$ cat config.mk
export PLATFORM = sky130hd
export DESIGN_NAME = fifo_w1r2
export DESIGN_NICKNAME = d
export VERILOG_FILES = /design/src/rtl/fifo_pkg.sv /design/src/rtl/fifo_w1r2_regfile.sv /design/src/rtl/fifo_w1r2.sv
export SDC_FILE = /design/constraint.sdc
export NUM_CORES = 1
export LEC_CHECK = 0
export ABC_AREA = 0
export BUFFER_PORTS_ARGS = -buffer_cell sky130_fd_sc_hd__buf_2
export CAP_MARGIN = 20
export CORE_UTILIZATION = 54
export DETAILED_ROUTE_END_ITERATION = 7
export PLACE_DENSITY = 0.75
export SLEW_MARGIN = 20
export SYNTH_ARGS = -nofsm -noshare
export SYNTH_HDL_FRONTEND = slang
export SYNTH_SLANG_ARGS = --single-unit
$ cat constraint.sdc
create_clock -name clk -period 1.9 [get_ports clk]
set_clock_uncertainty 0.05 [all_clocks]
set_input_delay 0.285 -clock clk [delete_from_list [all_inputs] [get_ports clk]]
set_output_delay 0.285 -clock clk [all_outputs]
set_load 0.02 [all_outputs]
$ cat src/rtl/fifo_pkg.sv
// Shared definitions for the narrow-write / wide-read FIFO: default geometry,
// pointer/count types and the per-operation pointer steps.
package fifo_pkg;

    localparam int FIFO_ADDR_WIDTH = 4;

    typedef logic [FIFO_ADDR_WIDTH-1:0] ptr_t;
    typedef logic [FIFO_ADDR_WIDTH:0]   cnt_t;

    localparam int RD_STEP = 2;
    localparam int WR_STEP = 1;

endpackage

$ cat src/rtl/fifo_w1r2_regfile.sv
// Storage for fifo_w1r2: one synchronous write port and one combinational
// read port that returns the even/odd word pair starting at r_addr.
module reg_file_1w2r #(
    parameter int DATA_WIDTH = 8,
    parameter int ADDR_WIDTH = 4
) (
    input  logic                    clk,
    input  logic                    wr_en,
    input  logic [ADDR_WIDTH-1:0]   w_addr,
    input  logic [DATA_WIDTH-1:0]   w_data,
    input  logic [ADDR_WIDTH-1:0]   r_addr,
    output logic [2*DATA_WIDTH-1:0] r_data
);

    localparam int DEPTH = 1 << ADDR_WIDTH;

    logic [DATA_WIDTH-1:0] mem_q [DEPTH];
    logic [ADDR_WIDTH-1:0] r_addr_hi;

    // r_addr is always even, so the +1 never wraps past the top of the array.
    assign r_addr_hi = r_addr + 1'b1;
    assign r_data    = {mem_q[r_addr_hi], mem_q[r_addr]};

    always_ff @(posedge clk) begin
        if (wr_en) begin
            mem_q[w_addr] <= w_data;
        end
    end

endmodule

$ cat src/rtl/fifo_w1r2.sv
// Write-1/read-2 FIFO control: show-ahead pair read, zero-latency flags from state.
// Full accepts a write alongside an accepted read; optional sticky err via FIFO_W1R2_ERR_EN.
module fifo_w1r2 #(
    parameter int DATA_WIDTH = 8,
    parameter int ADDR_WIDTH = 4
) (
    input  logic                    clk,
    input  logic                    reset,
    input  logic                    wr,
    input  logic [DATA_WIDTH-1:0]   w_data,
    input  logic                    rd,
    output logic [2*DATA_WIDTH-1:0] r_data,
    output logic                    empty,
    output logic                    full,
    output logic [ADDR_WIDTH:0]     count,
    output logic                    err
);

    import fifo_pkg::*;

    localparam logic [ADDR_WIDTH:0]   DEPTH  = (ADDR_WIDTH+1)'(1 << ADDR_WIDTH);
    localparam logic [ADDR_WIDTH:0]   RD_INC = (ADDR_WIDTH+1)'(RD_STEP);
    localparam logic [ADDR_WIDTH:0]   WR_INC = (ADDR_WIDTH+1)'(WR_STEP);
    localparam logic [ADDR_WIDTH-1:0] RP_INC = ADDR_WIDTH'(RD_STEP);
    localparam logic [ADDR_WIDTH-1:0] WP_INC = ADDR_WIDTH'(WR_STEP);

    logic [ADDR_WIDTH-1:0] w_ptr_q, w_ptr_d;
    logic [ADDR_WIDTH-1:0] r_ptr_q, r_ptr_d;
    logic [ADDR_WIDTH:0]   count_q, count_d;
    logic                  rd_ok, wr_ok;

    assign rd_ok = rd & (count_q >= RD_INC);
    assign wr_ok = wr & ((count_q < DEPTH) | rd_ok);

    always_comb begin
        w_ptr_d = w_ptr_q;
        r_ptr_d = r_ptr_q;
        count_d = count_q + (wr_ok ? WR_INC : '0) - (rd_ok ? RD_INC : '0);
        if (wr_ok) begin
            w_ptr_d = w_ptr_q + WP_INC;
        end
        if (rd_ok) begin
            r_ptr_d = r_ptr_q + RP_INC;
        end
    end

    always_ff @(posedge clk or posedge reset) begin
        if (reset) begin
            w_ptr_q <= '0;
            r_ptr_q <= '0;
            count_q <= '0;
        end else begin
            w_ptr_q <= w_ptr_d;
            r_ptr_q <= r_ptr_d;
            count_q <= count_d;
        end
    end

`ifdef FIFO_W1R2_ERR_EN
    logic err_q, err_d;

    assign err_d = err_q | (rd & ~rd_ok) | (wr & ~wr_ok);

    always_ff @(posedge clk or posedge reset) begin
        if (reset) begin
            err_q <= 1'b0;
        end else begin
            err_q <= err_d;
        end
    end

    assign err = err_q;
`else
    assign err = 1'b0;
`endif

    assign count = count_q;
    assign empty = (count_q < RD_INC);
    assign full  = (count_q == DEPTH);

    reg_file_1w2r #(
        .DATA_WIDTH (DATA_WIDTH),
        .ADDR_WIDTH (ADDR_WIDTH)
    ) u_mem (
        .clk    (clk),
        .wr_en  (wr_ok),
        .w_addr (w_ptr_q),
        .w_data (w_data),
        .r_addr (r_ptr_q),
        .r_data (r_data)
    );

endmodule

==> qor.yml <==
worstPathArrival_ns: 2.13
layout.cells.non_filler: 505
clk_latency_ns: 0.52
drv_slew: 0
power_leakage_nw: 2.57
synth-edff-count: 128
finalHoldViolations: 0
cts.path.max_buffers: 2
critPathCaptureType: "output pin"
drive_above_1_share_pct: 46.6
synth_area_leaders: "edfxtp_1 (67%), mux4_1 (11%), dfrtp_1 (5.2%)"
final-setup-viol-count: 16
drtPass1Iterations: 4
cpMostUsedCell: "buf_6"
path_clk_slew_ns: 0.06
drt_iter0_markers: 181
overflow: 0
syn_nets: 301
viasPerCell: 5.59
max_slew.worst_pin.slew_ns: 0.533
crit_family: "multiplexers"
synth_common_cells: "edfxtp_1 (128), mux4_1 (24), mux2_2 (18), ha_1 (13), nor2_1 (13)"
ios: 36
ir_drop_mv: 1.29
critPathMaxStageDelay_ns: 0.51
critical_path_class: "reg2out"
crit_required_ns: 1.56
hold_path_class: "in2reg"
nets: 381
grt_pass1_vias: 2892
die_area_um2: 11000
worst_hold_slack_ns: 0.0508
p_per_area_nw_per_um2: 1700
clock_sinks: 140
final_core_util_pct: 69.4
cts_tree: "done"
ys_types: 25
grt_max_degree: 33
hpwl_um: 5910
cts-root-buf: "clkbuf_8"
grt_pass1_wl_um: 16500
ys.flop_type: "edfxtp_1"
yosysSeqAreaShare_pct: 72.3
status: "complete, but fails checks"
power_mw: 12.2
finalCritPeriodShare_pct: 130
violations: "setup timing"
fin_crit_ns: 2.46
htree_levels: 4
layout_setup_ws_ns: -0.561
rsz0062_at_grt: "true"
drc: 0
die_w_um: 105
initial_utilization_pct: 55.5
synth_most_common_cell: "edfxtp_1"
synthToLayoutAreaGrowth_pct: 25.0
path_max_fanout: 7
maxSlewHeadroom_pct: 64.4
globalplace.congestion: 0.771
synth_top_area_cell: "edfxtp_1"
worstPathCellList: "buf_6 -> buf_16 -> mux4_2 -> mux2_4 -> buf_6"
antenna_left: 0
place.detailed.instances: 456
fp.dieH_um: 105
coreArea_um2: 10300
yosys.area.top_type_share_pct: 67.1
rows: 37
crit_slowest_cell: "mux4_2"
vias: 2821
async_reset_ff_share_pct: 8.57
cts_inserted_buffers: 17
synth_seq_cells: 140
ys_warn_count: 0
synthCells: 276
antenna_found_initial: 0
routed_wl_um: 10500
grt_util_all_layers_pct: 21.3
avgSynthCellArea_um2: 20.8
wl_per_cell_um: 20.9
max_freq_mhz: 406
port_buffers: 34
path_buf_inv: 3
syn_area_um2: 5730
cap_violations: 0
crit_path_start_kind: "flop"
n_antenna_cell: 0
tns_ns: -8.47
## power by group
| group | switching, mW | internal (mW) | total, mW |
|---|---|---|---|
| Clock | 1.18 | 2.26 | 3.43 |
| Sequential | 0.248 | 3.75 | 4.00 |
| Combinational | 2.12 | 2.60 | 4.72 |
## worst reg2reg max path, cell delays in order (launching register included)
cell	delay, ns
dfrtp_2	0.42
inv_4	0.09
ha_4	0.15
o21ai_4	0.06
a21oi_2	0.16
inv_1	0.08
ha_4	0.18
ha_4	0.26
nand2b_1	0.06
o221ai_2	0.15
xnor2_1	0.15
## timing repair
item                                   CTS  global route
setup endpoints to repair               19            20
buffers inserted                        10             6
endpoints found under the hold margin   12             0
gates resized for setup                 74            13
pin swaps                                1             2
hold buffers                             1             0
cloned                                   1             0
## per-layer routing
layer	part of all wire, %	up-vias	global-route usage [%]
li1	-	1256	-
met3	7.1	17	6.36
met5	0	-	0
met2	50	117	33.2
met1	41	1431	28.5
met4	1.8	0	8.35
## cell usage in the layout, fill, tap and decap left out, drive strengths merged
master	instances
clkbuf	20
clkinv	6
edfxtp	128
nand2b	3
clkinvlp	1
and3	1
xnor2	7
ha	13
conb	1
a211oi	1
mux4	32
nor3	5
mux2	18
nand2	3
bufinv	5
nor2	13
and2	1
dfrtp	12
inv	12
o211ai	5
o21ai	3
dlygate4sd3	1
xor2	2
a21oi	2
buf	73
o221ai	1
## state kept, by name (all words and copies together), names as in the netlist
register,count
w_ptr_q,4
r_ptr_q,3
count,5
u_mem.mem_q,128
## area by class of cell
cell class	instances	area [um2]
fillers	627	3160
repair buffers	74	669
multi-input cells	111	1500
clock buffers	20	425
flip-flops and latches	140	4150
well taps	136	170
inverters	12	50.0
clock inverters	12	195
## cells by family after synthesis
kind of cell,after synthesis,share of synthesized area [%]
adders and majority gates,13,2.84
other,1,0.0654
and+or+nand+nor,26,2.03
xor gates and xnor gates,9,1.38
buffers and inverters,25,2.31
AOI/OAI and AO/OA,12,1.38
muxes,50,17.7
DFF,140,72.3
## worst paths after layout
check                           start          to  slack [ns]  cells after the start
hold reg to reg            w_ptr_q[0]  w_ptr_q[0]        0.50                      1
max in group asynchronous       reset  r_ptr_q[2]        1.12                      3
setup / recovery           r_ptr_q[2]   r_data[0]       -0.56                      5
setup reg to reg             count[3]    count[4]        0.01                     10
hold / removal                     wr  w_ptr_q[3]        0.05                      3
min in group asynchronous       reset    count[3]        0.29                      3
## per-stage QoR
stage               setup WS, ns  instance area (um2)
CTS                       -0.592                 7090
global route              -0.633                 7160
finish                    -0.561                 7160
detailed placement       -0.0410                 6280
global placement         -0.0298                 6280
floorplan               -0.00883                 5800
No activity file was read; power rests on OpenSTA's default activity.
